## src/rtl/fpga_itrng_nibble_feeder.sv

```systemverilog
// ---------------------------------------------------------------------------
// fpga_itrng_nibble_feeder
//
// Purpose:
//   Buffers 32-bit entropy words written by software and feeds them to the
//   Caliptra core's internal TRNG interface as 4-bit nibbles, least
//   significant nibble first. Nibbles are only delivered while the core
//   requests entropy, with a programmable number of idle cycles between
//   consecutive nibbles.
//
// Ports:
//   core_clk      block clock
//   cptra_rst_b   asynchronous active-low reset
//   wr_en         one-cycle pulse pushing wr_data into the word FIFO
//   wr_data       32-bit entropy word
//   fifo_reset    synchronous soft clear (same effect as reset), level
//   divisor       idle cycles inserted between nibbles
//   etrng_req     core requests entropy
//   itrng_data    nibble to the core
//   itrng_valid   one-cycle strobe qualifying itrng_data
//   fifo_empty    word FIFO holds no words
//   fifo_full     word FIFO holds DEPTH words
//   fifo_level    words held, 0..DEPTH
//   overflow      sticky: a write was dropped because the FIFO was full
//   nibble_count  total nibbles delivered, wraps modulo 2^32
// ---------------------------------------------------------------------------
module fpga_itrng_nibble_feeder #(
  parameter int DEPTH = 8,
  parameter int LVL_W = $clog2(DEPTH) + 1
) (
  input  logic             core_clk,
  input  logic             cptra_rst_b,
  input  logic             wr_en,
  input  logic [31:0]      wr_data,
  input  logic             fifo_reset,
  input  logic [31:0]      divisor,
  input  logic             etrng_req,
  output logic [3:0]       itrng_data,
  output logic             itrng_valid,
  output logic             fifo_empty,
  output logic             fifo_full,
  output logic [LVL_W-1:0] fifo_level,
  output logic             overflow,
  output logic [31:0]      nibble_count
);

  localparam int AW = $clog2(DEPTH);
  localparam int PW = AW + 1;
  localparam logic [PW-1:0] FULL_LVL = PW'(DEPTH);

  if ((DEPTH < 2) || ((DEPTH & (DEPTH - 1)) != 0)) begin : g_bad_depth
    $error("fpga_itrng_nibble_feeder: DEPTH must be a power of 2 and >= 2");
  end

  typedef enum logic [1:0] {
    ST_IDLE = 2'd0,
    ST_SEND = 2'd1,
    ST_GAP  = 2'd2
  } state_e;

  // Word storage and pointers (one extra bit distinguishes full from empty)
  logic [31:0]   mem_q [DEPTH];
  logic [PW-1:0] wr_ptr_q, wr_ptr_d;
  logic [PW-1:0] rd_ptr_q, rd_ptr_d;
  logic [PW-1:0] level;
  logic [31:0]   head_word;

  // Serialiser state
  state_e        state_q, state_d;
  logic [31:0]   sh_q, sh_d;
  logic [3:0]    nib_left_q, nib_left_d;
  logic [31:0]   cnt_q, cnt_d;

  // Registered outputs
  logic          valid_q, valid_d;
  logic [3:0]    data_q, data_d;
  logic          overflow_q, overflow_d;
  logic [31:0]   nibble_count_q, nibble_count_d;

  logic          pop;
  logic          push;

  assign level      = wr_ptr_q - rd_ptr_q;
  assign fifo_empty = (level == '0);
  assign fifo_full  = (level == FULL_LVL);
  assign fifo_level = LVL_W'(level);
  assign head_word  = mem_q[rd_ptr_q[AW-1:0]];

  // A word is only taken from the FIFO when reloading in IDLE. A write into a
  // full FIFO is still accepted when the pop frees the slot in the same cycle.
  assign pop  = (state_q == ST_IDLE) && etrng_req && !fifo_empty && !fifo_reset;
  assign push = wr_en && (!fifo_full || pop) && !fifo_reset;

  always_comb begin
    wr_ptr_d       = wr_ptr_q;
    rd_ptr_d       = rd_ptr_q;
    state_d        = state_q;
    sh_d           = sh_q;
    nib_left_d     = nib_left_q;
    cnt_d          = cnt_q;
    valid_d        = 1'b0;
    data_d         = data_q;
    overflow_d     = overflow_q;
    nibble_count_d = nibble_count_q;

    if (push) begin
      wr_ptr_d = wr_ptr_q + PW'(1);
    end
    if (pop) begin
      rd_ptr_d = rd_ptr_q + PW'(1);
    end
    if (wr_en && fifo_full && !pop) begin
      overflow_d = 1'b1;
    end

    case (state_q)
      ST_IDLE: begin
        if (pop) begin
          sh_d       = head_word;
          nib_left_d = 4'd8;
          state_d    = ST_SEND;
        end
      end

      ST_SEND: begin
        // With etrng_req low the partial word simply waits here.
        if (etrng_req) begin
          valid_d        = 1'b1;
          data_d         = sh_q[3:0];
          sh_d           = {4'h0, sh_q[31:4]};
          nib_left_d     = nib_left_q - 4'd1;
          nibble_count_d = nibble_count_q + 32'd1;
          if (divisor != 32'd0) begin
            cnt_d   = divisor;
            state_d = ST_GAP;
          end else if (nib_left_q == 4'd1) begin
            state_d = ST_IDLE;
          end
        end
      end

      ST_GAP: begin
        // The gap runs to completion regardless of etrng_req or divisor.
        cnt_d = cnt_q - 32'd1;
        if (cnt_q <= 32'd1) begin
          state_d = (nib_left_q != 4'd0) ? ST_SEND : ST_IDLE;
        end
      end

      default: begin
        state_d = ST_IDLE;
      end
    endcase

    // Soft clear wins over everything else in the cycle.
    if (fifo_reset) begin
      wr_ptr_d       = '0;
      rd_ptr_d       = '0;
      state_d        = ST_IDLE;
      nib_left_d     = 4'd0;
      cnt_d          = 32'd0;
      valid_d        = 1'b0;
      data_d         = 4'h0;
      overflow_d     = 1'b0;
      nibble_count_d = 32'd0;
    end
  end

  always_ff @(posedge core_clk or negedge cptra_rst_b) begin
    if (!cptra_rst_b) begin
      wr_ptr_q       <= '0;
      rd_ptr_q       <= '0;
      state_q        <= ST_IDLE;
      nib_left_q     <= 4'd0;
      cnt_q          <= 32'd0;
      valid_q        <= 1'b0;
      data_q         <= 4'h0;
      overflow_q     <= 1'b0;
      nibble_count_q <= 32'd0;
    end else begin
      wr_ptr_q       <= wr_ptr_d;
      rd_ptr_q       <= rd_ptr_d;
      state_q        <= state_d;
      nib_left_q     <= nib_left_d;
      cnt_q          <= cnt_d;
      valid_q        <= valid_d;
      data_q         <= data_d;
      overflow_q     <= overflow_d;
      nibble_count_q <= nibble_count_d;
    end
  end

  // Datapath storage carries no reset; nib_left and the pointers qualify it.
  always_ff @(posedge core_clk) begin
    sh_q <= sh_d;
    if (push) begin
      mem_q[wr_ptr_q[AW-1:0]] <= wr_data;
    end
  end

  assign itrng_valid  = valid_q;
  assign itrng_data   = data_q;
  assign overflow     = overflow_q;
  assign nibble_count = nibble_count_q;

endmodule

```

## config.mk

```make
export PLATFORM = sky130hd
export DESIGN_NAME = fpga_itrng_nibble_feeder
export DESIGN_NICKNAME = d
export VERILOG_FILES = /design/src/rtl/fpga_itrng_nibble_feeder.sv
export SDC_FILE = /design/constraint.sdc
export NUM_CORES = 1
export LEC_CHECK = 0
export CORE_ASPECT_RATIO = 1.1
export CORE_UTILIZATION = 53
export CTS_CLUSTER_DIAMETER = 30
export CTS_CLUSTER_SIZE = 25
export DETAILED_ROUTE_END_ITERATION = 10
export PLACE_DENSITY_LB_ADDON = 0.1
export SYNTH_ARGS = -nofsm -noshare
export SYNTH_HDL_FRONTEND = slang
export SYNTH_SLANG_ARGS = --single-unit
```

## constraint.sdc

```tcl
create_clock -name core_clk -period 6.2 [get_ports core_clk]
set_input_delay 0.62 -clock core_clk [delete_from_list [all_inputs] [get_ports core_clk]]
set_output_delay 0.62 -clock core_clk [all_outputs]
set_load 0.05 [all_outputs]
```

# [After elaboration in Yosys (flattened, before gate mapping)]
# Memory sizes are Yosys's and may differ from the RTL's.
# Cells that the tools add are included.
[classes] add_sub_neg=6 mul=0 div_mod_pow=0 order_cmp=1 n_eq_ne=11 shift=0 mux=36 n_bitwise=0 reduce_logical=29
[ops] operator="$mux W32" n=8
[ops] operator="$pmux W32 S2" n=2
[ops] operator="$mux W4" n=10
[ops] operator="$add A32 B1 Y32 const B" n=1
[ops] operator="$le A32 B1 Y1 const B" n=1
[ops] operator="$reduce_bool A32 Y1" n=1
[ops] operator="$sub A32 B1 Y32 const B" n=1
[ops] operator="$mux W2" n=6
[ops] operator="$ne A3 B3 Y1 const B" n=4
[ops] operator="$reduce_bool A2 Y1" n=6
[ops] operator="$reduce_and A3 Y1" n=3
[ops] operator="$add A4 B1 Y4 const B" n=2
[ops] operator="$mux W1" n=8
[ops] operator="$pmux W4 S2" n=1
[ops] operator="$logic_and A1 B1 Y1" n=7
[ops] operator="$pmux W2 S3" n=1
[ops] operator="$reduce_bool A3 Y1" n=2
[ops] operator="$eq A4 B1 Y1 const B" n=1
[ops] operator="$eq A4 B4 Y1 const B" n=1
[ops] operator="$logic_not A1 Y1" n=4
[ops] operator="$logic_not A4 Y1" n=1
[ops] operator="$ne A2 B2 Y1 const B" n=2
[ops] operator="$ne A4 B4 Y1 const B" n=1
[ops] operator="$reduce_and A4 Y1" n=1
[ops] operator="other kinds (8)" n=8
[totals] ff_bits=116 latch_bits=0 ram_bits=256 mem_bits_ro=0 input_bits=69 out_inout_bits=44 elab_cells=94 n_memories=1
[mem_list] name="mem_q" words=8 word_bits=32 read_ports=1 rd_clocked_by_memory_dff=0 wr=1 line="62" rtl="logic [31:0] mem_q [DEPTH];"

# [Longest topological paths before layout]
[logic_depth] ltp_word=10 depth_mapped=10 depth_no_buf=9

# [Worst setup path after synthesis]
# Ideal clock, no wire load.
[synth_path] kind="flip-flop to flip-flop" startpoint="reg rd_ptr_q[1]" endpoint="mem mem_q[0][0] (enable)" setup_ns=0.501 arrival_time_ns=6.146 required_ns=5.699 path_slack_ns=-0.447 path_stages_with_launch=10 path_buffers=3 period_less_slack_ns=6.647 path_cell_list="dfrtp_1 -> buf_1 -> buf_1 -> inv_1 -> fa_1 -> xor2_1 -> or3_1 -> o41ai_1 -> clkbuf_1 -> nor4_1"
[synth_via] elab_chain_len=10 elab_cells_between_ends=12 classes_between="1 x add/sub; 1 x eq/ne; 2 x mux; 8 x reduce/logical"
[synth_lines] element="start: declaration" line="64" rtl="logic [PW-1:0] rd_ptr_q, rd_ptr_d;"
[synth_lines] element="start signal: assignment" line="182" rtl="rd_ptr_q <= rd_ptr_d;"
[synth_lines] element="$sub A4 B4 Y4 (*)" line="83" rtl="assign level = wr_ptr_q - rd_ptr_q;"
[synth_lines] element="net fifo_level[2]" line="42" rtl="output logic [LVL_W-1:0] fifo_level,"
[synth_lines] element="$logic_not A4 Y1" line="84" rtl="assign fifo_empty = (level == '0);"
[synth_lines] element="$logic_not A1 Y1" line="91" rtl="assign pop = (state_q == ST_IDLE) && etrng_req && !fifo_empty && !fifo_reset;"
[synth_lines] element="$logic_and A1 B1 Y1 (2 in a row)" line="91"
[synth_lines] element="$logic_or A1 B1 Y1 (*)" line="92" rtl="assign push = wr_en && (!fifo_full || pop) && !fifo_reset;"
[synth_lines] element="$logic_and A1 B1 Y1 (*) (2 in a row)" line="92"
[synth_lines] element="$mux W1 (*)" line="196" rtl="if (push) begin"
[synth_lines] element="$mux W1 (not written as such) (*)" line="197" rtl="mem_q[wr_ptr_q[AW-1:0]] <= wr_data;"
[synth_lines] element="end: declaration" line="62"
# Mark *: on every way through the listed nets, which the timed path passes. The rest lies on a longest branch.

# [Worst setup path in the final report]
[layout_path] startpoint="reg rd_ptr_q[0]" endpoint="out fifo_empty"
[layout_via] elab_chain_len=2
[layout_lines] element="$sub A4 B4 Y4" line="83"
[layout_lines] element="$logic_not A4 Y1" line="84"
[layout_lines] element="end: declaration" line="40" rtl="output logic fifo_empty,"
# No other way between the ends.

==> flow_summary_export.csv <==
group,metric,value,unit
final_layout,design_area,0.0200,sq mm
cts,htree_levels,3,
grt,grtUsageMet3,0.0465,
logic_synthesis,synth.avg_cell_area,14.9,sq um
logic_synthesis,syn_nets,1147,
grt,antenna_found_initial,0,
logic_synthesis,synth_simple_gate_area_frac,0.0922,
timing,timing.setup.tns,0,ps
cts,cts.sinks,372,
route,drtAntennaViolNets,0,
route,viasPerCell,6.01,
place,post-place-ws,2140,ps
timing,setup_viol,0,
cts,hold_buffers,0,
power_and_ir_drop,power_switching,2.52,mW
power_and_ir_drop,power.internal,6.40,mW
logic_synthesis,yosys.area.top_type_share,0.544,
final_layout,fillers,2012,
critical_path,crit_path_start_kind,"register",
cts,cts-root-buf,"clkbuf_16",
place,placedCellCount,1514,
logic_synthesis,ys_seq_elements,372,
cts,cts_setup_buffers,0,
die,die_area,0.0307,sq mm
critical_path,endpoint_kind,"output port",
die,start_util,0.537,
grt,grt_first_pass_wirelength,54.9,mm
timing,clock.fmax,0.218,GHz
place,dpl.hpwl,19.2,mm
power_and_ir_drop,clkPwrFrac,0.453,
logic_synthesis,synth_top_family_by_area,"multiplexers",
route,dr.pass1.iters,5,
power_and_ir_drop,p_seq_frac,0.362,
die,io_pins,113,
logic_synthesis,ys_types,65,
power_and_ir_drop,irDropWorstVdd,251,uV
grt,track_usage,0.233,
timing,finalClockSkew,28.3,ps
logic_synthesis,async_reset_ff_frac,0.226,
final_layout,ff_latch_area,0.0108,sq mm
power_and_ir_drop,combinationalPowerShare,0.185,
timing,fin_crit,4590,ps
timing,final-max-slew-violation-count,0,
timing,finalHoldViolCount,0,
grt,met1_usage,0.322,
timing,final.setup.worst_slack,1610,ps
route,drc_errors,0,
die,dieWidth,167,um
logic_synthesis,synth-xor-area-share,0.0171,
logic_synthesis,yosys-top-cells-count,"edfxtp_1, nand2_1, dfrtp_1",
grt,grt_max_degree,68,
timing,finalCritPeriodShare,0.741,
critical_path,worstPathRequired,5580,ps
logic_synthesis,yosys_warnings,0,
logic_synthesis,seq_area_frac_synth,0.677,
place,io_buffers,112,
place,routabilityCongestion,0.894,
min_path,hold_path.class,"input port to async pin",
final_layout,multi_input_area,0.00490,sq mm
cts,cts_buffers,76,
critical_path,crit_arrival,3970,ps
final_layout,drive_gt1_frac,0.185,
cts,clock_latency,570,ps
critical_path,path_class,"register to output port",
critical_path,slowest_delay,960,ps
cts,clock_path_buffers,3,
die,chipHeight,184,um
power_and_ir_drop,leakagePower,7.07,nW
final_layout,diodes,0,
cts,clkTransAtPathRegs,40,ps
logic_synthesis,synth_compound_area_frac,0.0745,
logic_synthesis,syn_area,0.0159,sq mm
logic_synthesis,synth_mux_area_frac,0.110,
route,drt_iter0_markers,939,
power_and_ir_drop,p_sw_frac,0.283,
place,post_dp_cell_area,0.0175,sq mm
final_layout,area_delta_synth_final,26.2,%
logic_synthesis,yosys.area.top_type,"edfxtp_1",
grt,grt_pass1_vias,10027,
power_and_ir_drop,p_per_area,445,mW/mm^2
logic_synthesis,synth_ff_type,"edfxtp_1",
grt,use_met2,0.368,
flow_run,maxCapViolCount,0,
critical_path,cp_slowest_cell,"dfrtp_4",
critical_path,path_cells,"ha_1 -> inv_1 -> fa_1 -> xor2_1 -> or3_1 -> nor2_1 -> clkdlybuf4s50_1",
die,row_count,66,
grt,gr-total-overflow,0,
power_and_ir_drop,power,8.92,mW
logic_synthesis,syn_inst,1067,
grt,grt_busiest_layer,"met2",
cts,cts_tree,"built",
logic_synthesis,synth_edf_count,288,
critical_path,cp_max_fo,40,
timing,worst_pin_slew,1040,ps
logic_synthesis,synth_top_cells_by_area,"edfxtp_1, dfrtp_1, mux4_2",
die,coreArea,0.0296,sq mm
route,routedWlPerCell,21.0,um
cts,cts_resized,0,
logic_synthesis,synth_adder_area_share,0.00914,
outcome,status,"completed",
final_layout,fin_nets,1298,
timing,maxSlewHeadroom,0.297,
logic_synthesis,synth_most_common_cell,"edfxtp_1",
route,wl,34.7,mm
final_layout,instances_no_fill,1653,
timing,grt_setup_unrepaired,"no",
route,vias,9938,
through the flow:
stage / util / hold slack (ps)
2_1_floorplan: - / 324
3_3_place_gp: 0.591 / 495
3_5_place_dp: 0.591 / 511
4_1_cts: 0.678 / 70.6
5_1_grt: 0.678 / 102
6_report: 0.678 / 54.1
power groups by stage:
stage                     Clock [mW]  Sequential, mW  Combinational [mW]
after CTS                       4.10            3.23                1.66
after floorplan                    0            3.20                1.18
after global routing            4.23            3.26                1.78
final                           4.04            3.23                1.65
after global placement             0            3.26                1.63
after detailed placement           0            3.26                1.65
cell type report:
class                           instances  area share
Timing Repair Buffer                  131      0.0627
Inverter                               23     0.00431
Tap cell                              374      0.0233
Multi-Input combinational cell        614       0.244
Clock buffer                           86      0.0988
Clock inverter                         53      0.0300
Sequential cell                       372       0.537
cell families after synthesis:
logic type,after synthesis
adders and majority gates,11
DFF,372
muxes,95
AOI/OAI and AO/OA,181
buffers and inverters,81
xor gates and xnor gates,31
and+or+nand+nor,296
flip-flops by register name, summed over array words and instances (netlist names), 2 cells and up:
signal and count:
nib_left_q 4, cnt_q 32, wr_ptr_q 4, rd_ptr_q 4
nibble_count 32, state_q 2, sh_q 32, itrng_data 4
mem_q 256
cells in the final DEF, fill, tap and decap left out, types with 6 or more instances in the layout:
cell | netlist | routed
a21oi_1 | 34 | 34
a22oi_1 | 9 | 9
a32oi_1 | 6 | 6
buf_4 | 0 | 20
bufinv_16 | 0 | 10
clkbuf_1 | 43 | 7
clkbuf_16 | 0 | 77
clkdlybuf4s50_1 | 0 | 110
clkinv_1 | 0 | 7
clkinv_2 | 0 | 15
clkinv_4 | 0 | 6
dfrtp_1 | 84 | 82
edfxtp_1 | 288 | 288
ha_1 | 10 | 10
inv_1 | 22 | 22
mux2i_1 | 31 | 31
mux4_2 | 64 | 64
nand2_1 | 85 | 85
nand2b_1 | 6 | 6
nand3_1 | 19 | 19
nand4_1 | 10 | 10
nor2_1 | 61 | 58
nor3_1 | 34 | 30
nor4_1 | 31 | 27
o211ai_1 | 7 | 7
o21ai_0 | 54 | 54
o22ai_1 | 10 | 10
o2bb2ai_1 | 11 | 11
o31ai_1 | 11 | 10
or3_1 | 13 | 13
or4_1 | 6 | 6
xnor2_1 | 25 | 25
xor2_1 | 6 | 6
routing by layer:
layer | routed length, um | vias to the layer above | part of all wire
li1 | - | 4524 | -
met2 | 16700 | 360 | 0.48
met1 | 15100 | 4985 | 0.44
met5 | 0 | - | 0
met4 | 814 | 0 | 0.023
met3 | 2130 | 69 | 0.061
final timing paths:
kind | from | endpoint | slack (ps) | depth (start not counted)
min reg2reg | cnt_q[8] | cnt_q[8] | 520 | 1
max reg2reg | rd_ptr_q[0] | mem_q[1][2] | 2410 | 10
min | cptra_rst_b | itrng_data[2] | 50 | 1
max | rd_ptr_q[0] | fifo_empty | 1610 | 7
min in group core_clk | cnt_q[8] | cnt_q[8] | 520 | 1
max in group asynchronous | cptra_rst_b | rd_ptr_q[0] | 5080 | 2
worst max-delay path: cells and delay by family (launching register included):
family	cells	cell delay [ps]
and+or+nand+nor	2	680
adders and majority gates	2	680
xor gates and xnor gates	1	170
buffers and inverters	2	920
DFF	1	960
No activity file was read; power rests on OpenSTA's default activity.
